--- config.mk ---
export PLATFORM = sky130hd
export DESIGN_NAME = sha2_mem_engine_flat
export DESIGN_NICKNAME = d
export VERILOG_FILES = /design/src/rtl/sha2_mem_engine_if.sv /design/src/rtl/sha2_mem_engine.sv /design/src/flat_wrapper.sv
export SDC_FILE = /design/constraint.sdc
export NUM_CORES = 2
export LEC_CHECK = 0
export CAP_MARGIN = 30
export CORE_MARGIN = 4
export CORE_UTILIZATION = 50
export CTS_CLUSTER_DIAMETER = 200
export DETAILED_ROUTE_END_ITERATION = 7
export DONT_BUFFER_PORTS = 1
export GPL_TIMING_DRIVEN = 0
export PLACE_DENSITY_LB_ADDON = 0.2
export SYNTH_ARGS = -nofsm -noshare
export SYNTH_HDL_FRONTEND = slang
export SYNTH_SLANG_ARGS = --single-unit
--- constraint.sdc ---
create_clock -name clk -period 63.9 [get_ports clk]
set_input_delay 9.585 -clock clk [delete_from_list [all_inputs] [get_ports clk]]
set_output_delay 9.585 -clock clk [all_outputs]
set_load 0.005 [all_outputs]
--- src/rtl/sha2_mem_engine_if.sv ---
// rtl/sha2_mem_engine_if.sv - host control and word-memory port bundle for sha2_mem_engine
interface sha2_mem_engine_if #(
    parameter int ADDR_W = 16
) ();
    logic              start;
    logic              mode;
    logic [ADDR_W-1:0] message_addr;
    logic [31:0]       size;
    logic [ADDR_W-1:0] output_addr;
    logic              done;
    logic              busy;
    logic              mem_clk;
    logic              mem_we;
    logic [ADDR_W-1:0] mem_addr;
    logic [31:0]       mem_write_data;
    logic [31:0]       mem_read_data;

    modport master (
        output start, mode, message_addr, size, output_addr, mem_read_data,
        input  done, busy, mem_clk, mem_we, mem_addr, mem_write_data
    );

    modport slave (
        input  start, mode, message_addr, size, output_addr, mem_read_data,
        output done, busy, mem_clk, mem_we, mem_addr, mem_write_data
    );
endinterface

--- src/rtl/sha2_mem_engine.sv ---
// rtl/sha2_mem_engine.sv - SHA-256/224 engine: reads, pads, compresses and writes back a memory message
module sha2_mem_engine #(
    parameter int ADDR_W = 16,
    parameter int UNROLL = 1
) (
    input logic              clk,
    input logic              reset,
    sha2_mem_engine_if.slave bus
);
    if (UNROLL != 1 && UNROLL != 2) begin : g_bad_unroll
        $error("sha2_mem_engine: UNROLL must be 1 or 2");
    end

    localparam int RND_LAST = 64 / UNROLL - 1;

    localparam logic [31:0] K [64] = '{
        32'h428a2f98, 32'h71374491, 32'hb5c0fbcf, 32'he9b5dba5, 32'h3956c25b, 32'h59f111f1, 32'h923f82a4, 32'hab1c5ed5,
        32'hd807aa98, 32'h12835b01, 32'h243185be, 32'h550c7dc3, 32'h72be5d74, 32'h80deb1fe, 32'h9bdc06a7, 32'hc19bf174,
        32'he49b69c1, 32'hefbe4786, 32'h0fc19dc6, 32'h240ca1cc, 32'h2de92c6f, 32'h4a7484aa, 32'h5cb0a9dc, 32'h76f988da,
        32'h983e5152, 32'ha831c66d, 32'hb00327c8, 32'hbf597fc7, 32'hc6e00bf3, 32'hd5a79147, 32'h06ca6351, 32'h14292967,
        32'h27b70a85, 32'h2e1b2138, 32'h4d2c6dfc, 32'h53380d13, 32'h650a7354, 32'h766a0abb, 32'h81c2c92e, 32'h92722c85,
        32'ha2bfe8a1, 32'ha81a664b, 32'hc24b8b70, 32'hc76c51a3, 32'hd192e819, 32'hd6990624, 32'hf40e3585, 32'h106aa070,
        32'h19a4c116, 32'h1e376c08, 32'h2748774c, 32'h34b0bcb5, 32'h391c0cb3, 32'h4ed8aa4a, 32'h5b9cca4f, 32'h682e6ff3,
        32'h748f82ee, 32'h78a5636f, 32'h84c87814, 32'h8cc70208, 32'h90befffa, 32'ha4506ceb, 32'hbef9a3f7, 32'hc67178f2
    };
    localparam logic [31:0] IV256 [8] = '{32'h6a09e667, 32'hbb67ae85, 32'h3c6ef372, 32'ha54ff53a,
                                          32'h510e527f, 32'h9b05688c, 32'h1f83d9ab, 32'h5be0cd19};
    localparam logic [31:0] IV224 [8] = '{32'hc1059ed8, 32'h367cd507, 32'h3070dd17, 32'hf70e5939,
                                          32'hffc00b31, 32'h68581511, 32'h64f98fa7, 32'hbefa4fa4};

    function automatic logic [31:0] rotr(input logic [31:0] x, input int n);
        return (x >> n) | (x << (32 - n));
    endfunction
    function automatic logic [31:0] bsig0(input logic [31:0] x);
        return rotr(x, 2) ^ rotr(x, 13) ^ rotr(x, 22);
    endfunction
    function automatic logic [31:0] bsig1(input logic [31:0] x);
        return rotr(x, 6) ^ rotr(x, 11) ^ rotr(x, 25);
    endfunction
    function automatic logic [31:0] ssig0(input logic [31:0] x);
        return rotr(x, 7) ^ rotr(x, 18) ^ (x >> 3);
    endfunction
    function automatic logic [31:0] ssig1(input logic [31:0] x);
        return rotr(x, 17) ^ rotr(x, 19) ^ (x >> 10);
    endfunction

    typedef enum logic [2:0] {S_IDLE, S_LOAD, S_COMPUTE, S_UPDATE, S_WRITE, S_DONE} state_t;

    state_t            state_q, state_d;
    logic [6:0]        cnt_q, cnt_d;
    logic [27:0]       blk_q, blk_d;
    logic              mode_q, mode_d;
    logic [ADDR_W-1:0] msg_addr_q, msg_addr_d, out_addr_q, out_addr_d;
    logic [31:0]       size_q, size_d;
    logic [31:0]       h_q [8], h_d [8];
    logic [31:0]       work_q [8], work_d [8];
    logic [31:0]       w_q [16], w_d [16];

    logic [31:0] r_work [8];
    logic [31:0] r_w [16];
    logic [31:0] rnd_t1, rnd_t2, rnd_nw;
    logic [31:0] ld_word;

    // Index of the last block and number of words that actually come from memory.
    logic [32:0] n_last, d_words;
    logic [31:0] g_iss, g_cap;
    logic [3:0]  i_cap;
    logic        is_last, rd_issue;
    assign n_last   = ({1'b0, size_q} + 33'd8) >> 6;
    assign d_words  = ({1'b0, size_q} + 33'd3) >> 2;
    assign g_iss    = {blk_q, cnt_q[3:0]};
    assign i_cap    = cnt_q[3:0] - 4'd1;
    assign g_cap    = {blk_q, i_cap};
    assign is_last  = ({5'b0, blk_q} == n_last);
    assign rd_issue = (state_q == S_LOAD) && !cnt_q[4] && ({1'b0, g_iss} < d_words);

    // Word entering the schedule window: message data, the 0x80 pad byte, or the bit length.
    always_comb begin
        ld_word = 32'h0;
        if (g_cap < (size_q >> 2)) begin
            ld_word = bus.mem_read_data;
        end else if (g_cap == (size_q >> 2)) begin
            case (size_q[1:0])
                2'd0:    ld_word = 32'h8000_0000;
                2'd1:    ld_word = {bus.mem_read_data[31:24], 24'h80_0000};
                2'd2:    ld_word = {bus.mem_read_data[31:16], 16'h8000};
                default: ld_word = {bus.mem_read_data[31:8], 8'h80};
            endcase
        end else if (is_last && i_cap == 4'd14) begin
            ld_word = {29'h0, size_q[31:29]};
        end else if (is_last && i_cap == 4'd15) begin
            ld_word = {size_q[28:0], 3'b000};
        end
    end

    // UNROLL compression rounds; the window always holds W[t..t+15] with W[t] at entry 0.
    always_comb begin
        r_work = work_q;
        r_w    = w_q;
        rnd_t1 = 32'h0;
        rnd_t2 = 32'h0;
        rnd_nw = 32'h0;
        for (int u = 0; u < UNROLL; u++) begin
            rnd_t1 = r_work[7] + bsig1(r_work[4]) + ((r_work[4] & r_work[5]) ^ (~r_work[4] & r_work[6]))
                   + K[6'(int'(cnt_q) * UNROLL + u)] + r_w[0];
            rnd_t2 = bsig0(r_work[0]) + ((r_work[0] & r_work[1]) ^ (r_work[0] & r_work[2]) ^ (r_work[1] & r_work[2]));
            rnd_nw = ssig1(r_w[14]) + r_w[9] + ssig0(r_w[1]) + r_w[0];
            for (int j = 7; j > 0; j--) r_work[j] = r_work[j-1];
            r_work[4] = r_work[4] + rnd_t1;
            r_work[0] = rnd_t1 + rnd_t2;
            for (int j = 0; j < 15; j++) r_w[j] = r_w[j+1];
            r_w[15] = rnd_nw;
        end
    end

    // Sequencing: next state, counters and datapath register updates.
    always_comb begin
        state_d    = state_q;
        cnt_d      = cnt_q;
        blk_d      = blk_q;
        mode_d     = mode_q;
        msg_addr_d = msg_addr_q;
        out_addr_d = out_addr_q;
        size_d     = size_q;
        h_d        = h_q;
        work_d     = work_q;
        w_d        = w_q;
        case (state_q)
            S_IDLE: begin
                if (bus.start) begin
                    state_d    = S_LOAD;
                    cnt_d      = 7'd0;
                    blk_d      = 28'd0;
                    mode_d     = bus.mode;
                    msg_addr_d = bus.message_addr;
                    out_addr_d = bus.output_addr;
                    size_d     = bus.size;
                    h_d        = bus.mode ? IV224 : IV256;
                end
            end
            S_LOAD: begin
                if (cnt_q != 7'd0) begin
                    for (int j = 0; j < 15; j++) w_d[j] = w_q[j+1];
                    w_d[15] = ld_word;
                end
                if (cnt_q == 7'd16) begin
                    state_d = S_COMPUTE;
                    cnt_d   = 7'd0;
                    work_d  = h_q;
                end else begin
                    cnt_d = cnt_q + 7'd1;
                end
            end
            S_COMPUTE: begin
                work_d = r_work;
                w_d    = r_w;
                if (cnt_q == 7'(RND_LAST)) begin
                    state_d = S_UPDATE;
                    cnt_d   = 7'd0;
                end else begin
                    cnt_d = cnt_q + 7'd1;
                end
            end
            S_UPDATE: begin
                for (int j = 0; j < 8; j++) h_d[j] = h_q[j] + work_q[j];
                cnt_d = 7'd0;
                if (is_last) begin
                    state_d = S_WRITE;
                end else begin
                    blk_d   = blk_q + 28'd1;
                    state_d = S_LOAD;
                end
            end
            S_WRITE: begin
                if (cnt_q == (mode_q ? 7'd6 : 7'd7)) begin
                    state_d = S_DONE;
                    cnt_d   = 7'd0;
                end else begin
                    cnt_d = cnt_q + 7'd1;
                end
            end
            S_DONE:  state_d = S_IDLE;
            default: state_d = S_IDLE;
        endcase
    end

    // Control registers, returned to IDLE by reset.
    always_ff @(posedge clk) begin
        if (reset) begin
            state_q <= S_IDLE;
            cnt_q   <= 7'd0;
        end else begin
            state_q <= state_d;
            cnt_q   <= cnt_d;
        end
    end

    // Datapath registers; only meaningful once a job has been accepted.
    always_ff @(posedge clk) begin
        blk_q      <= blk_d;
        mode_q     <= mode_d;
        msg_addr_q <= msg_addr_d;
        out_addr_q <= out_addr_d;
        size_q     <= size_d;
        h_q        <= h_d;
        work_q     <= work_d;
        w_q        <= w_d;
    end

    // Outputs are forced quiet while reset is asserted so a mid-write reset stops writes at once.
    assign bus.mem_clk        = clk;
    assign bus.done           = !reset && (state_q == S_DONE);
    assign bus.busy           = !reset && (state_q != S_IDLE);
    assign bus.mem_we         = !reset && (state_q == S_WRITE);
    assign bus.mem_addr       = reset                  ? '0 :
                                (state_q == S_WRITE)   ? out_addr_q + ADDR_W'(cnt_q) :
                                rd_issue               ? msg_addr_q + ADDR_W'(g_iss) : '0;
    assign bus.mem_write_data = (!reset && state_q == S_WRITE) ? h_q[cnt_q[2:0]] : 32'h0;
endmodule
--- src/flat_wrapper.sv ---
// flat-port wrapper written by rule: the top's interface ports become plain ports
module sha2_mem_engine_flat 
#(
    parameter int ADDR_W = 16,
    parameter int UNROLL = 1
)
  (clk, reset, bus_start, bus_mode, bus_message_addr, bus_size, bus_output_addr, bus_mem_read_data, bus_done, bus_busy, bus_mem_clk, bus_mem_we, bus_mem_addr, bus_mem_write_data);
  sha2_mem_engine_if #(.ADDR_W(ADDR_W)) bus_i ();
  input logic clk;
  input logic reset;
  input wire logic [$bits(bus_i.start)-1:0] bus_start;
  input wire logic [$bits(bus_i.mode)-1:0] bus_mode;
  input wire logic [$bits(bus_i.message_addr)-1:0] bus_message_addr;
  input wire logic [$bits(bus_i.size)-1:0] bus_size;
  input wire logic [$bits(bus_i.output_addr)-1:0] bus_output_addr;
  input wire logic [$bits(bus_i.mem_read_data)-1:0] bus_mem_read_data;
  output wire logic [$bits(bus_i.done)-1:0] bus_done;
  output wire logic [$bits(bus_i.busy)-1:0] bus_busy;
  output wire logic [$bits(bus_i.mem_clk)-1:0] bus_mem_clk;
  output wire logic [$bits(bus_i.mem_we)-1:0] bus_mem_we;
  output wire logic [$bits(bus_i.mem_addr)-1:0] bus_mem_addr;
  output wire logic [$bits(bus_i.mem_write_data)-1:0] bus_mem_write_data;
  assign bus_i.start = bus_start;
  assign bus_i.mode = bus_mode;
  assign bus_i.message_addr = bus_message_addr;
  assign bus_i.size = bus_size;
  assign bus_i.output_addr = bus_output_addr;
  assign bus_i.mem_read_data = bus_mem_read_data;
  assign bus_done = bus_i.done;
  assign bus_busy = bus_i.busy;
  assign bus_mem_clk = bus_i.mem_clk;
  assign bus_mem_we = bus_i.mem_we;
  assign bus_mem_addr = bus_i.mem_addr;
  assign bus_mem_write_data = bus_i.mem_write_data;
  sha2_mem_engine #(.ADDR_W(ADDR_W), .UNROLL(UNROLL)) u_core (.clk(clk), .reset(reset), .bus(bus_i));
endmodule
Word level (Yosys, flattened, before mapping)
Memory sizes are Yosys's and may differ from the RTL's. Index checks and enable logic that the tools add are counted.

Latch bits: 0. Bits in read-only memories: 2048. Input port bits: 100. Logic and storage cells: 177. RAM bits: 0. Register bits: 1127. Memories kept: 1.

Multiplexer cells: 36. $mul: 0. Divide/modulo/power cells: 0. Bitwise operators: 29. Magnitude comparators: 4. Equality and inequality tests: 20. Reductions and logical operators: 23. Shift-type cells: 0. $add $sub $neg: 25.

Memory list: (no name shown) (depth 64, width 32, read ports 1, clocked after memory_dff 0, wr ports 0, RTL line sha2_mem_engine.sv:105) `+ K[6'(int'(cnt_q) * UNROLL + u)] + r_w[0];`.

Operators by type and width (count): 256-bit one-hot mux with 2 select lines (2); 512-bit one-hot mux with 2 select lines (1); 256-bit 2-to-1 mux (3); 32-bit adder (18); 512-bit 2-to-1 mux (1); 32-bit 2-to-1 mux (9); 32-bit bitwise XOR (9); 32-bit bitwise AND (5); 32-bit binary-select mux with 3-bit select (1); 32-bit one-hot mux with 3 select lines (1); 28-bit 2-to-1 mux (2); 28-bit one-hot mux with 2 select lines (1); 16-bit 2-to-1 mux (3); 7-bit one-hot mux with 5 select lines (1); 32-bit by 2-bit adder with 33-bit output (second input constant) (1); 32-bit by 4-bit adder with 33-bit output (second input constant) (1); 32-bit by 30-bit equality test with 1-bit output (1); 32-bit by 30-bit less-than comparator with 1-bit output (1); 32-bit by 31-bit less-than comparator with 1-bit output (1); 32-bit NOT (1); 10-bit by 32-bit bitwise OR with 32-bit output (1); 13-bit by 32-bit bitwise OR with 32-bit output (1); 14-bit by 32-bit bitwise OR with 32-bit output (1); 15-bit by 32-bit bitwise OR with 32-bit output (1); other kinds (44) (70).

Logic depth before layout (Yosys ltp)
Word-level depth: 9. Gate-level depth with buffers: 41.

==> impl_metrics.py <==
metrics = {
    "status": {
        "status": "finished, final reports clean",
    },
    "route": {
        "viasPerCell": 6.42,
        "drc": 0,
        "drt-total-wl_microns": 281000,
        "dr.pass1.iters": 6,
        "initialDrtViolationCount": 8504,
        "dr_wl_met2_microns": 117000,
        "wl_per_cell_microns": 30.9,
        "top_layer": "met5",
        "dr_wl_met3_microns": 35500,
        "vias": 58234,
        "ant_nets": 0,
        "met1Wirelength_microns": 113000,
    },
    "synth": {
        "synthCells": 6814,
        "syn_avg_cell_area_sq_um": 10.7,
        "netlist_area_sq_um": 73100,
        "synthFlopType": "edfxtp_1",
        "synth_nets": 7588,
        "yosys_warnings": 0,
        "ys_async_sr_fraction": 0,
        "synth_edf_count": 1117,
        "ys_seq_elements": 1127,
        "yosysSeqAreaShare": 0.462,
        "ys_types": 92,
    },
    "floorplanning": {
        "die_h_microns": 390,
        "die_area_sq_um": 152000,
        "pin_count": 152,
        "core_area_sq_um": 145000,
        "die_w_microns": 390,
        "initial_core_util": 0.503,
        "num_rows": 140,
    },
    "worst_setup_path": {
        "r2r_cells": 34,
        "worst-path-max-fanout": 2,
        "crit_type": "clk -> out",
        "end_kind": "primary output",
        "crit_path_start_kind": "clock port",
        "arrival_ns": 32.32,
        "regToRegStartpoint": "u_core.cnt_q[1]",
        "reg2reg_setup_slack_ns": 50.47,
        "worstPathRequired_ns": 54.31,
        "reg2reg_to": "u_core.r_work[223]",
    },
    "placement": {
        "hpwl_microns": 220000,
        "port_buffers": 0,
        "gp_congestion": 1.06,
    },
    "global_route": {
        "grt_overflow_total": 0,
        "grt_max_degree": 67,
        "antenna_found_initial": 21,
        "track_usage": 0.362,
        "grt_pass1_wl_microns": 394000,
        "grt_pass1_vias": 54976,
    },
    "power_and_ir_drop": {
        "power.switching_uw": 901,
        "clockPowerShare": 0.309,
        "netSwitchingFraction": 0.360,
        "p_seq_frac": 0.352,
        "powerDensity_nw_per_um2": 30.6,
        "power_leakage_nw": 31.2,
        "intPower_mw": 1.60,
        "pwr-share-comb": 0.339,
        "ir_drop_mv": 0.0231,
    },
    "cells_and_area": {
        "drive_gt1_frac": 0.0642,
        "layout_commonest_cell": "edfxtp_1",
        "syn2layout_area_growth_pct": 11.7,
        "multi_input_area_sq_um": 36900,
        "n_fill_cell": 12497,
        "seq_area_sq_um": 33700,
        "final_cell_mix": "edfxtp_1 (1117), nand2_1 (1079), ha_1 (477)",
        "finalNetCount": 7823,
    },
    "sta": {
        "slew_violations": 0,
        "tightest_slew_ns": 1.15,
        "finalSetupTns_ns": 0,
        "setup_viol_count_final": 0,
        "hold_slack_ns": 0.391,
        "rsz0062_at_grt": "false",
        "skew_ns": 0.0463,
        "finalHoldViolCount": 0,
        "slew_headroom": 0.229,
    },
    "clock_tree": {
        "cts_hold_buf": 0,
        "cts_tree": "built",
        "cts_setup_buffers": 0,
        "path_clk_slew_ns": 0.06,
        "cts-resized-gates": 0,
        "clk_latency_ns": 0.93,
    },
    "min_path": {
        "holdPathStages": 0,
        "hold_start": "u_core.r_w[345]",
        "hold_end": "u_core.r_w[377]",
        "hold_class": "reg -> reg",
    },
    "run": {
        "max_cap_violations": 0,
    },
}
-- cell families (layout without fill, tap and decap cells) --
kind of cell | after synthesis | in the layout | synth area share
simple gates | 1979 | 1979 | 0.119
compound gates | 1561 | 1561 | 0.136
flops | 1127 | 1127 | 0.462
fa+ha+maj | 700 | 700 | 0.139
xor+xnor | 683 | 683 | 0.0818
buf+inv | 647 | 983 | 0.0340
mux | 117 | 117 | 0.0283
other cells | 0 | 8 | 0
-- routing by layer --
metal,vias up,track usage
met5,-,0
met1,28828,0.509
met3,655,0.107
li1,25109,-
met2,3630,0.519
met4,12,0.163
-- area by class of cell --
cell class / count / area share
multi-input cells: 5040 / 0.452
flip-flops and latches: 1127 / 0.413
clock buffers: 152 / 0.0424
well taps: 1917 / 0.0294
repair buffers: 98 / 0.0204
inverters: 340 / 0.0156
plain buffers: 307 / 0.0150
clock inverters: 86 / 0.0116
diodes: 8 / 0.000245
-- power by group through the flow --
stage	combinational (mW)	sequential (mW)	clock [mW]
floorplan	0.558	0.902	0.00101
global placement	0.787	0.928	0.00101
finish	0.847	0.881	0.771
detailed placement	0.809	0.895	0.00101
CTS	0.817	0.880	0.783
global route	0.907	0.882	0.814
-- stage by stage --
| stage | cells | util | power (mW) | setup slack (ns) | cell area (sq um) |
|---|---|---|---|---|---|
| after floorplan | 6814 | - | 1.46 | 22.25 | 73100 |
| after global placement | 8731 | 0.519 | 1.72 | 22.25 | 75500 |
| after detailed placement | 8826 | 0.531 | 1.70 | 22.25 | 77200 |
| after CTS | 9064 | 0.561 | 2.48 | 21.99 | 81600 |
| after global routing | 9067 | 0.561 | 2.60 | 21.99 | 81600 |
| final | 9075 | 0.562 | 2.50 | 21.99 | 81600 |
-- Yosys cell counts (28+ instances only) --
cell type | count | area [sq um]
o21a_1 | 60 | 450
o31ai_1 | 35 | 263
nor2b_1 | 56 | 350
nand2b_1 | 67 | 419
o21ai_0 | 410 | 2050
nand2_1 | 1079 | 4050
buf_1 | 40 | 150
clkbuf_1 | 254 | 953
mux2i_1 | 38 | 380
nor3_1 | 96 | 480
inv_1 | 338 | 1270
a21o_1 | 179 | 1340
nand4_1 | 54 | 338
xnor2_1 | 457 | 4000
xor2_1 | 226 | 1980
mux4_2 | 71 | 1600
nand3_1 | 107 | 536
o21bai_1 | 42 | 315
edfxtp_1 | 1117 | 33500
a21oi_1 | 424 | 2120
or3_1 | 28 | 175
and3_1 | 46 | 288
ha_1 | 477 | 5970
a31oi_1 | 66 | 413
a211oi_1 | 73 | 548
nor2_1 | 330 | 1240
fa_1 | 197 | 3940
-- registers in the layout, indices dropped and copies added, names as in the netlist, 7 cells and up --
| name | count |
|---|---|
| u_core.r_w | 480 |
| u_core.h_q | 256 |
| u_core.r_work | 192 |
| u_core.work_q | 64 |
| u_core.size_q | 32 |
| u_core.w_q | 32 |
| u_core.blk_q | 28 |
| u_core.msg_addr_q | 16 |
| u_core.out_addr_q | 16 |
| u_core.cnt_q | 7 |
-- critical path, cell delays in order --
cell       delay (ns)
clkbuf_16        0.12
clkbuf_16        0.13
buf_4            0.12
-- how the worst max path moves through the flow --
stage	start	endpoint	cells past startpoint
2_1_floorplan	clk	bus_mem_clk	1
3_3_place_gp	clk	bus_mem_clk	1
3_5_place_dp	clk	bus_mem_clk	1
4_1_cts	clk	bus_mem_clk	3
5_1_grt	clk	bus_mem_clk	3
6_report	clk	bus_mem_clk	3
No activity file was read; power rests on OpenSTA's default activity.
